--- src/rtl/map_writer.sv ---
// map_writer: shadow tile map with vblank-synchronised publish and a border-wall clear sweep.
// Optional MAP_WRITER_PREV_TILE_EN adds a previous-tile response for every in-range write.
package map_pkg;
    localparam int MAP_HEIGHT = 10;
    localparam int MAP_WIDTH = 12;
    typedef enum logic [2:0] {EMPTY, WALL, SNAKE1, SNAKE2, POINT} tile_t;
    typedef struct packed {
        tile_t [MAP_HEIGHT-1:0][MAP_WIDTH-1:0] tiles;
    } map_s;
endpackage

module map_writer
    import map_pkg::*;
#(
    parameter int ROW_W = $clog2(MAP_HEIGHT),
    parameter int COL_W = $clog2(MAP_WIDTH)
) (
    input  logic             clk,
    input  logic             rst,
    input  logic             vblnk,
    input  logic             clear_req,
    input  logic             wr_valid,
    output logic             wr_ready,
    input  logic [ROW_W-1:0] wr_row,
    input  logic [COL_W-1:0] wr_col,
    input  tile_t            wr_tile,
    output logic             wr_err,
    output map_s             map_o,
    output logic             frame_done,
    output logic             busy,
    output logic             resp_valid,
    output tile_t            prev_tile
);
    typedef enum logic {CLEAR, IDLE} state_t;

    state_t           state_q, state_d;
    logic [ROW_W-1:0] row_q, row_d;
    map_s             shadow_q, shadow_d, map_q, map_d;
    logic             commit_pending_q, commit_pending_d;
    logic             vblnk_q;
    logic             wr_err_q, wr_err_d;
    logic             frame_done_q, frame_done_d;
    logic             vb_edge, accept, in_range, publish, last_row;

    always_comb begin
        vb_edge = vblnk & ~vblnk_q;
        wr_ready = (state_q == IDLE) && !clear_req;
        accept = wr_valid && wr_ready;
        in_range = ({1'b0, wr_row} < (ROW_W+1)'(MAP_HEIGHT)) && ({1'b0, wr_col} < (COL_W+1)'(MAP_WIDTH));
        publish = (state_q == IDLE) && (vb_edge || commit_pending_q);
        last_row = row_q == ROW_W'(MAP_HEIGHT-1);
        state_d = state_q;
        row_d = row_q;
        shadow_d = shadow_q;
        map_d = publish ? shadow_q : map_q;
        commit_pending_d = commit_pending_q && !publish;
        wr_err_d = accept && !in_range;
        frame_done_d = publish;
        if (state_q == CLEAR) begin
            for (int c = 0; c < MAP_WIDTH; c++)
                shadow_d.tiles[row_q][c] = (row_q == '0 || last_row || c == 0 || c == MAP_WIDTH-1) ? WALL : EMPTY;
            row_d = last_row ? '0 : row_q + 1'b1;
            state_d = last_row ? IDLE : CLEAR;
            if (vb_edge) commit_pending_d = 1'b1;
        end else if (clear_req) begin
            state_d = CLEAR;
            row_d = '0;
            commit_pending_d = 1'b1;
        end
        // publish above samples shadow_q, so a write in the publish cycle waits for the next frame
        if (accept && in_range) shadow_d.tiles[wr_row][wr_col] = wr_tile;
    end

    always_ff @(posedge clk) begin
        if (rst) begin
            state_q <= CLEAR;
            row_q <= '0;
            shadow_q <= '0;
            map_q <= '0;
            commit_pending_q <= 1'b1;
            vblnk_q <= 1'b0;
            wr_err_q <= 1'b0;
            frame_done_q <= 1'b0;
        end else begin
            state_q <= state_d;
            row_q <= row_d;
            shadow_q <= shadow_d;
            map_q <= map_d;
            commit_pending_q <= commit_pending_d;
            vblnk_q <= vblnk;
            wr_err_q <= wr_err_d;
            frame_done_q <= frame_done_d;
        end
    end

    assign map_o = map_q;
    assign wr_err = wr_err_q;
    assign frame_done = frame_done_q;
    assign busy = state_q == CLEAR;

`ifdef MAP_WRITER_PREV_TILE_EN
    logic  resp_valid_q, resp_valid_d;
    tile_t prev_tile_q, prev_tile_d;

    always_comb begin
        resp_valid_d = accept && in_range;
        prev_tile_d = in_range ? shadow_q.tiles[wr_row][wr_col] : EMPTY;
    end

    always_ff @(posedge clk) begin
        if (rst) begin
            resp_valid_q <= 1'b0;
            prev_tile_q <= EMPTY;
        end else begin
            resp_valid_q <= resp_valid_d;
            prev_tile_q <= prev_tile_d;
        end
    end

    assign resp_valid = resp_valid_q;
    assign prev_tile = prev_tile_q;
`else
    assign resp_valid = 1'b0;
    assign prev_tile = EMPTY;
`endif
endmodule

--- config.mk ---
export PLATFORM = sky130hd
export DESIGN_NAME = map_writer
export DESIGN_NICKNAME = d
export VERILOG_FILES = /design/src/rtl/map_writer.sv
export SDC_FILE = /design/constraint.sdc
export NUM_CORES = 2
export LEC_CHECK = 0
export BUFFER_PORTS_ARGS = -buffer_cell sky130_fd_sc_hd__buf_2
export CAP_MARGIN = 20
export CORE_ASPECT_RATIO = 0.6
export CORE_MARGIN = 4
export CORE_UTILIZATION = 51
export DETAILED_ROUTE_END_ITERATION = 10
export PLACE_DENSITY = 0.72
export SLEW_MARGIN = 10
export SYNTH_ARGS = -nofsm -noshare
export SYNTH_HDL_FRONTEND = slang
export SYNTH_SLANG_ARGS = --single-unit
export TNS_END_PERCENT = 20
--- constraint.sdc ---
create_clock -name clk -period 5.04 [get_ports clk]
set_input_delay 1.008 -clock clk [delete_from_list [all_inputs] [get_ports clk]]
set_output_delay 1.008 -clock clk [all_outputs]
set_load 0.01 [all_outputs]
==> impl_metrics.ini <==
[run_status]
status = finished clean

[global_route]
grt_pass1_wl_um = 129000
antenna_found_initial = 4
grt_pass1_vias = 22800
overflow = 0
grt_max_degree = 197
grtUsageTotal_pct = 28.6

[timing]
post-route-period-util_pct = 64.4
finalCriticalPeriod_ps = 3240
fmaxAchievable_mhz = 308
worstMarginPinSlew_ps = 1120
setup_viol = 0
slew_headroom_pct = 24.8
hold_violations = 0
skew_ps = 32.1
rsz0062_at_grt = false
finalMaxSlewViolations = 0
setup-tns-final_ps = 0

[power_and_ir_drop]
combPwrFrac_pct = 2.8
pwr-share-seq_pct = 52.1
sw_frac_of_total_pct = 22.1
p_clk_share_pct = 45.1
powerDensity_nw_per_um2 = 357
switchingPower_uw = 2460
finalPower_uw = 11100
ir_drop_mv = 0.229
p_int_uw = 8650
total_leakage_power_uw = 0.0116

[clock_network]
htreeDepth = 3
clock-sinks = 729
cts_hold_buf = 0
post_cts_resized = 0
cts_root_buffer = clkbuf_16
cts_made_buffers = 66
cts_tree = done
insertion_delay_ps = 600
clock_path_buffers = 3
path_clk_slew_ps = 60
postCtsSetupBuffers = 0

[die]
die_w_um = 304
core_area_um2 = 51600
dieArea_um2 = 56600
fp.dieH_um = 186
placementRows = 64
initial_core_util_pct = 52.1
io_pins = 384

[routing]
viasPerCell = 5.79
drtAntennaViolNets = 0
vias = 23400
routed_wl_um = 84300
wl_per_cell_um = 20.9
drt_iter0_drc = 2446
drcViolationCount = 0
first_pass_iters = 6

[final_layout]
fill_cells = 4559
drive_gt1_share_pct = 22.8
multi_input_area_um2 = 11200
ff_latch_area_um2 = 14600
syn2layout_area_growth_pct = 15.9
fin_nets = 3315

[worst_setup_path]
critPathMaxStageDelay_ps = 770
reg2reg_depth = 4
critPathLaunchType = flop
crit_chain = inv_1 > nor2_1 > buf_2
crit_required_ps = 4030
end_kind = output pin
cp.buffers_inverters = 2
crit_family = flip-flops
cp_slowest_cell = dfxtp_1
worstPathMaxFanout = 17
critPathKind = flop to output pin
worstPathArrival_ps = 2240
path_depth = 3

[yosys]
synth_cell_type_count = 56
syn_inst = 3078
syn_area_per_cell_um2 = 8.73
synth-edff-count = 0
synth_area_leader_cell = dfxtp_1
netlist.area_leader.share_pct = 54.3
yosysWarnings = 0
synth-seq-cells = 729
yosysMostFrequentCell = nand2_1
synth_top_flop_cell = dfxtp_1
yosysSeqAreaShare_pct = 54.3
synthArstFlopShare_pct = 0
netlist_area_um2 = 26900
synth_common_cells = 937 x nand2_1, 729 x dfxtp_1, 381 x a21oi_1
yosys-top-cells-area = dfxtp_1 54%, nand2_1 13%, a21oi_1 7.1%

[place]
portBuffers = 379
dp.final_hpwl_um = 55900
routabilityCongestion = 0.877

[min_path]
hold_class = flop to flop
min_path_cells = 2

[job]
maxCapViolations = 0
## logic make-up after synthesis
logic type	share of synthesized area (%)
simple gates	21.2
flops	54.3
compound gates	15.3
buf+inv	4.53
mux	4.69
other cells	0.0140
## registers in the layout (all words and copies together), names as in the netlist
| signal | count |
|---|---|
| map_o | 360 |
| shadow_q | 360 |
| row_q | 4 |
| commit_pending_q | 1 |
| frame_done | 1 |
| state_q | 1 |
| vblnk_q | 1 |
| wr_err | 1 |
## through the flow
stage               instances  instance area [µm²]  hold WS, ps  util [%]  setup WS [ps]
floorplan                3081                26900          432         -           2660
global placement         3920                28900          437      56.1           1510
detailed placement       3920                28900          443      56.1           1430
CTS                      4037                31100          445      60.3           1840
global route             4044                31100          466      60.4           1700
finish                   4044                31100          447      60.4           1800
## area by class of cell
class	instances	area share, %
inverters	2	0.0241
well taps	693	2.78
clock buffers	103	6.46
repair buffers	426	7.57
multi-input cells	2074	35.8
clock inverters	14	0.434
diodes	3	0.0241
flip-flops and latches	729	46.9
## power groups by stage
stage	logic, µW	clock network, µW	registers (µW)
2_1_floorplan	215	0	5910
3_3_place_gp	293	0	5920
3_5_place_dp	299	0	5920
4_1_cts	300	5080	5790
5_1_grt	332	5330	5790
6_report	311	5010	5790
## cell usage in the layout, fill, tap and decap left out, types with 8 or more instances in the layout
cell type  instances
a21oi_1          378
and2_1            14
buf_2            378
buf_4             38
clkbuf_8          18
nor2_2            33
nor3_1           200
clkbuf_1          17
dfxtp_1          729
mux2i_1          126
a221oi_1          16
nor2_1            38
nand2_1          937
a211oi_1          18
clkbuf_16         68
a31o_1            34
nor3_2            16
o31a_1            14
nand3_1            8
a31o_2           160
## layer usage
layer	track usage, %	part of all wire (%)	vias up
met5	0	0	-
met2	47.1	46	908
li1	-	-	10900
met4	9.92	3.1	0
met3	5.41	7.3	171
met1	38.3	43	11400
## final timing paths
path / to / start / slack [ps]
setup / recovery: wr_ready / state_q / 1800
hold / removal: map_o[148] / shadow_q[148] / 450
setup reg to reg: shadow_q[180] / state_q / 2120
hold reg to reg: map_o[148] / shadow_q[148] / 450
## worst min-delay path, delay by kind of cell, from the launching register on
family           cells  cell delay (ps)
flip-flops           1              310
AND/OR/NAND/NOR      1               60
AO/OA/AOI/OAI        1               50
(Power assumes the default switching activity.)
